$ cat config.mk
export PLATFORM = sky130hd
export DESIGN_NAME = instr_fetch_unit
export DESIGN_NICKNAME = d
export VERILOG_FILES = /design/src/rtl/instr_fetch_unit.sv
export SDC_FILE = /design/constraint.sdc
export NUM_CORES = 1
export LEC_CHECK = 0
export BUFFER_PORTS_ARGS = -buffer_cell sky130_fd_sc_hd__buf_2
export CORE_MARGIN = 4
export CORE_UTILIZATION = 30
export CTS_BUF_LIST = sky130_fd_sc_hd__clkbuf_8
export DETAILED_ROUTE_END_ITERATION = 6
export PLACE_DENSITY = 0.44
export REMOVE_ABC_BUFFERS = 1
export SYNTH_ARGS = -nofsm -noshare
export SYNTH_HDL_FRONTEND = slang
export SYNTH_SLANG_ARGS = --single-unit
$ cat constraint.sdc
create_clock -name clk -period 3.1 [get_ports clk]
set_input_delay 0.155 -clock clk [delete_from_list [all_inputs] [get_ports clk]]
set_output_delay 0.155 -clock clk [all_outputs]
set_load 0.05 [all_outputs]
$ cat src/rtl/instr_fetch_unit.sv
// Instruction memory with its own program counter and fetch sequencer.
// Loader writes while idle/halted; decode consumes words over a valid/ready
// handshake. One fetch is in flight at a time, so throughput is one word per
// two cycles. HALT_OPCODE stops fetching until run is dropped.
module instr_fetch_unit #(
    parameter int                      INSTR_WIDTH  = 16,
    parameter int                      ADDR_WIDTH   = 5,
    parameter int                      OPCODE_WIDTH = 4,
    parameter logic [OPCODE_WIDTH-1:0] HALT_OPCODE  = 4'b1111
) (
    input  logic                   clk,
    input  logic                   reset,
    input  logic                   load_instr,
    input  logic [ADDR_WIDTH-1:0]  load_instr_address,
    input  logic [INSTR_WIDTH-1:0] instruction_input,
    input  logic                   run,
    input  logic                   jump_valid,
    input  logic [ADDR_WIDTH-1:0]  jump_address,
    input  logic                   instr_ready,
    output logic                   instr_valid,
    output logic [INSTR_WIDTH-1:0] instruction,
    output logic [ADDR_WIDTH-1:0]  pc,
    output logic                   halted
);
    localparam int DEPTH = 2**ADDR_WIDTH;

    typedef enum logic [1:0] {S_IDLE, S_FETCH, S_VALID, S_HALTED} state_t;

    state_t                  r_state;
    state_t                  w_state_nxt;
    logic [INSTR_WIDTH-1:0]  r_mem [DEPTH];
    logic [INSTR_WIDTH-1:0]  r_rd_data;
    logic [INSTR_WIDTH-1:0]  r_instr;
    logic [ADDR_WIDTH-1:0]   r_pc;
    logic [ADDR_WIDTH-1:0]   w_pc_nxt;
    logic                    r_valid;
    logic                    r_halted;
    logic                    w_hs;
    logic                    w_is_halt;
    logic                    w_wr_en;

    // r_valid is only ever set in VALID, so this is the accepting handshake
    assign w_hs      = r_valid & instr_ready;
    assign w_is_halt = (r_instr[INSTR_WIDTH-1 -: OPCODE_WIDTH] == HALT_OPCODE);
    // Loader may only touch memory while no fetch is in flight
    assign w_wr_en   = load_instr & ((r_state == S_IDLE) | (r_state == S_HALTED));

    // Next-state and next-pc; w_pc_nxt doubles as the memory read address
    always_comb begin
        w_state_nxt = r_state;
        w_pc_nxt    = r_pc;
        case (r_state)
            S_IDLE: begin
                if (run) w_state_nxt = S_FETCH;
            end
            S_FETCH: begin
                w_state_nxt = S_VALID;
            end
            S_VALID: begin
                if (w_hs) begin
                    if (w_is_halt) begin
                        w_state_nxt = S_HALTED;
                    end else begin
                        w_pc_nxt    = jump_valid ? jump_address : r_pc + ADDR_WIDTH'(1);
                        w_state_nxt = run ? S_FETCH : S_IDLE;
                    end
                end
            end
            S_HALTED: begin
                if (!run) w_state_nxt = S_IDLE;
            end
            default: w_state_nxt = S_IDLE;
        endcase
    end

    // State register; reset abandons any in-flight fetch
    always_ff @(posedge clk) begin
        if (reset) r_state <= S_IDLE;
        else       r_state <= w_state_nxt;
    end

    // Memory write port and synchronous read port (contents survive reset)
    always_ff @(posedge clk) begin
        if (w_wr_en) r_mem[load_instr_address] <= instruction_input;
        r_rd_data <= r_mem[w_pc_nxt];
    end

    // Registered outputs: pc, valid, halted flag and captured instruction
    always_ff @(posedge clk) begin
        if (reset) begin
            r_pc     <= '0;
            r_valid  <= 1'b0;
            r_instr  <= '0;
            r_halted <= 1'b0;
        end else begin
            r_pc     <= w_pc_nxt;
            r_valid  <= (w_state_nxt == S_VALID);
            r_halted <= (w_state_nxt == S_HALTED);
            if (r_state == S_FETCH) r_instr <= r_rd_data;
        end
    end

    assign instr_valid = r_valid;
    assign instruction = r_instr;
    assign pc          = r_pc;
    assign halted      = r_halted;
endmodule
* Word-level counts from Yosys, hierarchy flattened
Memories as Yosys holds them, arrays and structs flattened. A register that Yosys moved wholly into a read port is not among the register bits. Cells that the tools add are included. Widths: inputs -> output; s select.
Word-level totals: output and inout port bits 23, input port bits 32, register bits 25, memories kept 1, bits in writable memories 512, logic and storage cells 29
Memory list:
- r_mem | words 32, bits a word 16, rd ports 1, clocked after memory_dff 1, write ports 1, RTL line 31 | logic [INSTR_WIDTH-1:0] r_mem [DEPTH];
Operators by class: reductions and logical operators 1, equality and inequality tests 6, bitwise gates (word level) 3, add/sub/neg operators 1, multiplexer cells 12
Operators with widths (count):
- $mux 5 | 4
- $eq 2x2->1 const B | 4
- $mux 2 | 4
- $pmux 2 s4 | 1
- $add 5x1->5 const B | 1
- $eq 4x4->1 const B | 1
- $mux 1 | 3
- $and 1x1->1 | 2
- $eq 2x1->1 const B | 1
- $logic_not 2->1 | 1
- $or 1x1->1 | 1

* Longest topological paths before layout
depth after elaboration 5, mapped depth 14, mapped depth without buffers 9

* Worst setup path before layout
OpenSTA, ideal clock, no wires.
kind register to register, from register r_pc[1] (netlist: pc[1]), to register r_rd_data[10], read port of r_mem, cell stages (with the launch flop) 11, buffers on the path 2, clock period less this slack 2685 ps, arrival 2563 ps, data required time 2977 ps, path slack 415 ps, setup time 123 ps, cell sequence dfxtp_1 ha_1 mux2_2 nor3_2 nor2_1 buf_4 nand2b_1 clkbuf_1 a221oi_1 a311oi_1 nor4_1
On the way: cells in the longest elaborated chain, start to end 5
RTL lines:
- start: declaration | RTL line 34 | logic [ADDR_WIDTH-1:0] r_pc;
- start signal: assignment | RTL line 96 | r_pc <= w_pc_nxt;
- $add 5x1->5 | RTL line 64 | w_pc_nxt = jump_valid ? jump_address : r_pc + ADDR_WIDTH'(1);
- $mux 5 | RTL line 64
- $mux 5 | RTL line 61 | if (w_is_halt) begin
- $mux 5 | RTL line 60 | if (w_hs) begin
- $mux 5 * | RTL line 52 | case (r_state)
- end: declaration | RTL line 32 | logic [INSTR_WIDTH-1:0] r_rd_data;
Mark *: on every way between the ends. The rest lies on a longest branch, timed or not. A chain may end at the register's enable or synchronous reset.

* Worst setup path in the final report
from register r_state[0], to register r_rd_data[1], read port of r_mem
On the way: cells in the longest elaborated chain, start to end 2
RTL lines:
- start: declaration | RTL line 29 | state_t r_state;
- start signal: assignment | RTL line 79 | else r_state <= w_state_nxt;
- $eq 2x2->1 | RTL line 52
- $mux 5 | RTL line 52
No other way between the ends.

==> metrics <==
sw frac 0.2194; total clock sinks 553; reg2reg start r_state[0]; Crit Path Class reg2reg; Final nets 1761; # port buffers 54; Worst path top cell family by delay compound AO/OA/AOI/OAI gates; Post-Place Cells 2565; first-pass GRT wire length 94.04 mm; worst skew pair latency 680 ps; internal power 0.01166 W; DRC errors left 0; number of global-route vias before repair 13480; Post-Syn Area 22340 um2; CP dominant cell by count buf_4; minimum clock period 3006 ps; CP endpoint kind flip-flop; Switching Power 0.003278 W; Hold Path Stages 1; Cell Rows 99; clock buffer count from CTS 93; wire per inst 23.96 um; reg2reg end r_rd_data[1]; post-DR vias/cell 5.045; total power 0.01494 W; status finished, final reports clean; Pwr Density 558.4 nW/um2; Final Hold Fails 0; HP Start instruction_input[9]; synthesized flop and latch total 553; total grt overflow 0; Critical Path Source Type flip-flop; Reg2Reg Depth 12; Gate power share 0.027; CP arrival 3560 ps; Max Freq 332.6 MHz; Post-Syn Instances 1523; Relative slew margins 0.4301; initial DRC count 1036; Max Slew Vio Count 0; Clk pwr share 0.421; Place WS -173.0 ps; Static Leak 9.023 nW; Worst Tran Pin Value 854.9 ps; Netlist cell types 53; DRT antenna net count 0; maximum VDD drop 275.8 uV; drt pass-1 iters 5; number of flops mapped to enable cells by yosys 512; critical path's slowest cell buf_4; starting density of the core 0.3046; Post-synth top flop edfxtp_1; core box area 73330 um2; Global Route Usage Sum 0.1636; H-tree depth 3; area delta synth->final 19.80%; Syn Area/Cell 14.67 um2; Yosys Warn Count 0; share of the synthesized area in the top cell type 0.6884; Die Height 280.9 um; Max Cap Violations 0; count of boundary I/O pins 55; Die Span X 280.9 um; worst-path maximum fanout 26; Reg clk slew, reported paths 60 ps; Buf/Inv on CP 4; share of layout cells above drive strength 1 0.2170; initial antenna violation count 5; sequential share of the synthesized area 0.7251; Worst EP required 3660 ps; endpoints failing setup 0; die area 78880 um2; final cell count without fillers 2764; CP max stage delay 360 ps; Tcrit/Tclk final 0.9697; Reg2Reg Setup Slack 90 ps; Setup WS post-layout 93.78 ps; FFs w/ async S/R, synth 0; CTS tree yes; Post-synth top cells edfxtp_1 (512), mux2i_1 (150), nand2_1 (149), nor2_1 (130), nor3_1 (49); worst hold path type in2reg; part of the power in registers 0.551; root buffer cell clkbuf_8; count leader, synth edfxtp_1; Max clock buf depth 3; Clock Skew 29.50 ps; Fin Hold WS 95.79 ps; Area contributors post-synth edfxtp_1 (69%), mux2i_1 (6.7%), dfxtp_1 (3.7%), nand2_1 (2.5%), nor2_1 (2.2%); HPWL after detailed placement 39.27 mm; largest net degree at the start of global routing 50; crit-path cells inv_1, ha_2, and3_2, a21oi_2, buf_4, buf_4, nor3b_1, a211oi_1, o21ai_0, a311oi_1, buf_4, nor4_1; Via Count 13950; largest area contributor in the netlist edfxtp_1; Hold Path Sink r_mem[1][9]; GP Congestion 0.7824; Post-Route WL 66.23 mm
## flip-flops by register name, indices dropped and copies added (netlist names)
register	cells
instruction	16
r_state	2
r_mem	512
r_rd_data	16
instr_valid	1
halted	1
pc	5
## final cells by class
cell class,count,area [um2]
multi-input combinational,865,5904
fill,7031,46570
clock inverter,68,377.9
clock buffer,105,1445
timing repair buffer,205,1603
tap,959,1200
sequential,553,16200
antenna,3,7.507
inverter,6,25.02
## worst max-delay path by stage
stage                      from       endpoint  slack [ps]  cells past startpoint
floorplan           instr_valid   r_rd_data[0]       -4430                      7
global placement     r_state[0]  r_rd_data[11]        -170                     10
detailed placement   r_state[0]  r_rd_data[14]        -170                     10
CTS                  r_state[0]  r_rd_data[11]         -20                     13
global route         r_state[0]   r_rd_data[9]         -10                     12
finish               r_state[0]   r_rd_data[1]          90                     12
## cell families after synthesis
logic type               share of synthesized area
AO/OA/AOI/OAI                              0.06448
adder cells (fa/ha/maj)                   0.002801
buffers and inverters                      0.02414
flip-flops                                  0.7251
multiplexers                               0.07680
AND/OR/NAND/NOR                             0.1067
## metrics by stage
step,cell area [um2],TNS (ps),utilization
6_report,26760,0,0.3649
5_1_grt,26750,-15.95,0.3648
4_1_cts,26390,-16.26,0.3599
3_5_place_dp,24470,-564.7,0.3337
3_3_place_gp,24470,-596.3,0.3337
2_1_floorplan,21820,-71460,-
## cell usage in the layout (no fill, tap or decap), types with 18 or more instances in the layout
cell type / Yosys / layout
nor3b_1: 45 / 45
o21ai_0: 34 / 32
a21oi_1: 20 / 18
dfxtp_1: 41 / 41
clkinv_1: 0 / 20
nand2_1: 149 / 148
a211oi_1: 46 / 45
edfxtp_1: 512 / 512
nor2_1: 130 / 127
nor3_1: 49 / 48
mux2i_1: 150 / 150
buf_4: 12 / 128
nand3_1: 47 / 46
inv_1: 5 / 39
nor4_1: 30 / 23
buf_2: 33 / 54
clkbuf_8: 0 / 105
## per-layer routing
metal / wire [um] / GRT usage / up-vias
li1: - / - / 6328
met1: 31240 / 0.2405 / 7102
met2: 29180 / 0.2401 / 417
met3: 4018 / 0.03207 / 92
met4: 1744 / 0.06042 / 6
met5: 42 / 0 / -
## power by group through the flow
stage                     logic (W)  clock network (W)  registers (W)
after CTS                  0.000414            0.00650        0.00823
after global routing       0.000442            0.00687        0.00823
final                      0.000410            0.00630        0.00824
after floorplan            0.000106                  0        0.00843
after global placement     0.000400                  0        0.00839
after detailed placement   0.000407                  0        0.00839
## what timing repair did
action                                 in CTS  in global routing
hold buffers                                5                  0
endpoints found under the hold margin      24                  0
cloned                                      0                  2
buffers inserted                            0                 16
setup endpoints to repair                   7                 16
pin swaps                                   1                  6
gates resized for setup                    12                 34
Note: power is estimated with default switching activity, not from simulation.
